**src/rtl/int_sched.sv**
```systemverilog
// Interrupt/reset service sequencer: detects NMI edges and IRQ levels, then
// steps through the seven-cycle push/vector sequence.
module int_sched (
    input  logic       clk,
    input  logic       rst,
    input  logic       rdy,
    input  logic       sync,
    input  logic       brk_op,
    input  logic       irq_n,
    input  logic       nmi_n,
    input  logic       i_flag,
    output logic       svc_active,
    output logic [2:0] svc_cyc,
    output logic [7:0] vec_adl,
    output logic       vec_fetch,
    output logic       wr_inhibit,
    output logic       ipc_inhibit,
    output logic       b_flag,
    output logic       set_i,
    output logic       force_brk,
    output logic       nmi_pend
);

    typedef enum logic [1:0] {ST_RESET, ST_IDLE, ST_SERVICE} state_t;
    typedef enum logic [1:0] {SRC_RST, SRC_NMI, SRC_IRQ, SRC_BRK} src_t;

    state_t     state;
    src_t       src;
    logic [2:0] cyc;
    logic       nmi_q;
    logic       pend;
    logic       nmi_late;
    logic       nmi_edge;
    logic       irq_req;
    logic       take;

    assign nmi_edge  = nmi_q & ~nmi_n;
    assign irq_req   = ~irq_n & ~i_flag;
    assign take      = (state == ST_IDLE) & sync & (pend | irq_req);
    assign force_brk = take & rdy;
    assign nmi_pend  = pend;
    assign svc_cyc   = cyc;

    always_ff @(posedge clk) begin
        if (rst) begin
            state    <= ST_RESET;
            src      <= SRC_RST;
            cyc      <= '0;
            pend     <= 1'b0;
            nmi_q    <= 1'b1;
            nmi_late <= 1'b0;
        end else if (rdy) begin
            nmi_q <= nmi_n;
            if (nmi_edge)
                pend <= 1'b1;
            case (state)
                ST_RESET: begin
                    state <= ST_SERVICE;
                    cyc   <= '0;
                    src   <= SRC_RST;
                end
                ST_IDLE: begin
                    if (take) begin
                        state <= ST_SERVICE;
                        cyc   <= '0;
                        src   <= pend ? SRC_NMI : SRC_IRQ;
                    end else if (brk_op) begin
                        state <= ST_SERVICE;
                        cyc   <= 3'd1;
                        src   <= SRC_BRK;
                    end
                end
                ST_SERVICE: begin
                    if (cyc == 3'd4 && pend && (src == SRC_IRQ || src == SRC_BRK))
                        src <= SRC_NMI;
                    // an edge in cycle 5 must survive the end-of-service clear
                    if (cyc == 3'd5 && nmi_edge)
                        nmi_late <= 1'b1;
                    if (cyc == 3'd6) begin
                        state    <= ST_IDLE;
                        cyc      <= '0;
                        nmi_late <= 1'b0;
                        if (src == SRC_NMI)
                            pend <= nmi_edge | nmi_late;
                    end else begin
                        cyc <= cyc + 3'd1;
                    end
                end
                default: state <= ST_RESET;
            endcase
        end
    end

    always_comb begin
        svc_active  = (state != ST_IDLE);
        ipc_inhibit = svc_active && (cyc <= 3'd1) && (src != SRC_BRK);
        wr_inhibit  = (state == ST_SERVICE) && (cyc >= 3'd2) && (cyc <= 3'd4) && (src == SRC_RST);
        b_flag      = (state == ST_SERVICE) && (cyc == 3'd4) && (src == SRC_BRK);
        set_i       = (state == ST_SERVICE) && (cyc == 3'd5);
        vec_fetch   = (state == ST_SERVICE) && (cyc >= 3'd5);
        vec_adl     = '0;
        if (vec_fetch) begin
            case (src)
                SRC_NMI: vec_adl = 8'hFA;
                SRC_RST: vec_adl = 8'hFC;
                default: vec_adl = 8'hFE;
            endcase
            vec_adl[0] = (cyc == 3'd6);
        end
    end

endmodule

```
**config.mk**
```make
export PLATFORM = sky130hd
export DESIGN_NAME = int_sched
export DESIGN_NICKNAME = d
export VERILOG_FILES = /design/src/rtl/int_sched.sv
export SDC_FILE = /design/constraint.sdc
export NUM_CORES = 1
export LEC_CHECK = 0
export ABC_AREA = 1
export BUFFER_PORTS_ARGS = -buffer_cell sky130_fd_sc_hd__buf_2
export CORE_MARGIN = 2
export CORE_UTILIZATION = 50
export CTS_CLUSTER_DIAMETER = 50
export DETAILED_ROUTE_END_ITERATION = 7
export HOLD_SLACK_MARGIN = 0.02
export PLACE_DENSITY = 0.88
export SLEW_MARGIN = 20
export SYNTH_ARGS = -nofsm -noshare
export SYNTH_HDL_FRONTEND = slang
export SYNTH_SLANG_ARGS = --single-unit
```
**constraint.sdc**
```tcl
create_clock -name clk -period 1.58 [get_ports clk]
set_clock_uncertainty 0.05 [all_clocks]
set_input_delay 0.079 -clock clk [delete_from_list [all_inputs] [get_ports clk]]
set_output_delay 0.079 -clock clk [all_outputs]
set_load 0.02 [all_outputs]
```
==> metrics <==
fin nets 178; n_diodes 0; Clock Pin Slew Worst Setup and Hold Paths 0.06 ns; Rel. slew slack 82.7%; R2R Setup Slk 0.17 ns; GRT overflow 0; Pleak 0.590 nW; CP endpoint kind output port; Core Rows 15; synth warn 0; Slew Limit Fails 0; I/O Buffers 26; maximum VDD drop 0.575 mV; number of enable flip-flop cells after synthesis 0; NetSw 0.345 mW; via count 953; Worst Path Class, Setup reg -> out; Comb power frac 38.8%; DR vias/cell 5.27; share of flip-flops with an asynchronous set or reset 0%; Main synth FF type dfxtp_1; synth unique cells 23; syn avg cell area 6.31 um2; top-count cell post-synth nand2_1; GPL Wtd Cong 0.875; register share of total power 35.4%; routed length per instance 11.9 um; Die H 45.6 um; final wirelength 2150 um; CTS Buffer Depth 2; Global Route Usage Sum 22.8%; Core ar. 1670 um2; Pre-antenna DRT Iters 4; final design utilization 65.1%; ranking of synthesized cells by area dfxtp_1 (23%), nand2_1 (13%), nor2_1 (11%), inv_1 (7.4%), ha_1 (7.2%); Hold Fails Final Rpt 0; vias in the first global route 796; DPL Wire Length 1610 um; CTS root buf clkbuf_4; max-cap check violation count 0; Clock Latency Late Sink 0.27 ns; CP startpoint kind flop; Tcrit/Tclk final 95.5%; Die Wd 45.6 um; Yosys top cell area share 23.2%; Synth top cells by count nand2_1 (30), nor2_1 (26), inv_1 (17); largest net degree at the start of global routing 11; Routed Antenna Nets 0; H-tree levels 1; sequential cell area fraction in the yosys report 23.2%; Max Clk Rate 662 MHz; drc violations 0; post-synthesis register bit count 10; DR iter-0 viols 35; final setup fails 0; Power, Total 0.891 mW; share of layout cells above drive strength 1 39.0%; placed insts 175; initial antenna violation count 0; Clock Power Share 25.9%; I/O Pins 27; Int Pwr 0.546 mW; Layout area overhead 25.8%; switching share of total power 38.8%; min Tclk post-route 1.51 ns; CTS Sinks 10; status complete, no violations; leading area contributor after synthesis dfxtp_1; CTS tree yes; initial core utilization 51.8%; crit path max fanout 4; crit path DAT 1.38 ns; fill count 152; first-pass GRT wire length 3410 um; Mapped Cells 137; Syn Nets 150; PD cells 819 nW/um2; Hold Crit Class in -> reg; Worst Path Required 1.45 ns; fin cells 181; die area 2080 um2; Worst-Margin Slew 0.258 ns; synthesized area 865 um2; CTS buffer count 3
[power groups by stage]
stage                     Clock (mW)  Sequential (mW)  Combinational, mW
after global routing           0.255            0.320              0.380
after detailed placement           0            0.311              0.308
final                          0.231            0.315              0.345
after global placement             0            0.309              0.298
after floorplan                    0            0.316              0.226
after CTS                      0.239            0.310              0.325
[cells by family (layout without fill, tap and decap cells)]
family                     Yosys count  in the layout  synth area share, %
buffers and inverters               30             57                 16.5
adders and majority gates            5              5                 7.24
DFF                                 10             10                 23.2
AOI/OAI and AO/OA                   10             10                 6.66
and+or+nand+nor                     82             82                 46.5
[area by class of cell]
class                   count  area, um2  area share (%)
clock buffers               4       36.3            3.34
inverters                  23       88.8            8.17
multi-input cells          97        561            51.6
flip-flops and latches     10        208            19.1
well taps                  17       21.3            1.96
repair buffers             30        173            15.9
[layer usage]
| layer | track usage (%) | part of all wire [%] | vias to the layer above |
|---|---|---|---|
| met5 | 0 | 0 | - |
| met1 | 26.1 | 42 | 437 |
| met4 | 8.82 | 1.7 | 0 |
| met2 | 38.6 | 50 | 35 |
| met3 | 7.94 | 5.8 | 6 |
| li1 | - | - | 475 |
[critical path, cell delays in order, from the launching register on]
cell	delay (ns)
dfxtp_4	0.37
inv_4	0.08
ha_4	0.16
buf_4	0.13
nand2_1	0.09
a21oi_1	0.13
buf_4	0.15
[state kept, by name (all words and copies together), names as in the netlist]
name and count:
svc_cyc 3, src 2, state 2, nmi_late 1, nmi_pend 1, nmi_q 1
[per-stage QoR]
stage	instance area, um2	setup TNS (ns)	hold slack (ns)	setup slack (ns)
floorplan	871	0	0.0959	0.148
global placement	981	0	0.250	0.118
detailed placement	981	0	0.251	0.0517
CTS	1050	0	0.0452	0.00405
global route	1090	-0.000769	0.0642	-0.000758
finish	1090	0	0.0553	0.0703
[path summary, 6_finish.rpt]
check | startpoint | end | cells past startpoint
worst max-delay path | state[0]$_SDFFE_PP0P_ | vec_adl[2] | 6
worst min register to register | nmi_q$_SDFFE_PP1P_ | nmi_q$_SDFFE_PP1P_ | 2
worst min-delay path | nmi_n | nmi_q$_SDFFE_PP1P_ | 3
worst max register to register | state[1]$_SDFFE_PP0P_ | state[1]$_SDFFE_PP0P_ | 9
[cell usage in the layout (no fill, tap or decap), types with 5 or more instances in the layout]
cell type	instances
nor2_2	5
buf_2	22
inv_1	14
nor2_1	25
nand2_1	30
inv_2	8
buf_4	7
nand3_1	8
dfxtp_1	6
[repair_timing]
item / CTS / global route
gates resized for setup: 7 / 12
pin swaps: 0 / 0
cloned: 0 / 0
setup endpoints to repair: 14 / 15
hold buffers: 1 / 0
buffers inserted: 0 / 1
endpoints found under the hold margin: 3 / 0
(Power assumes the default switching activity.)
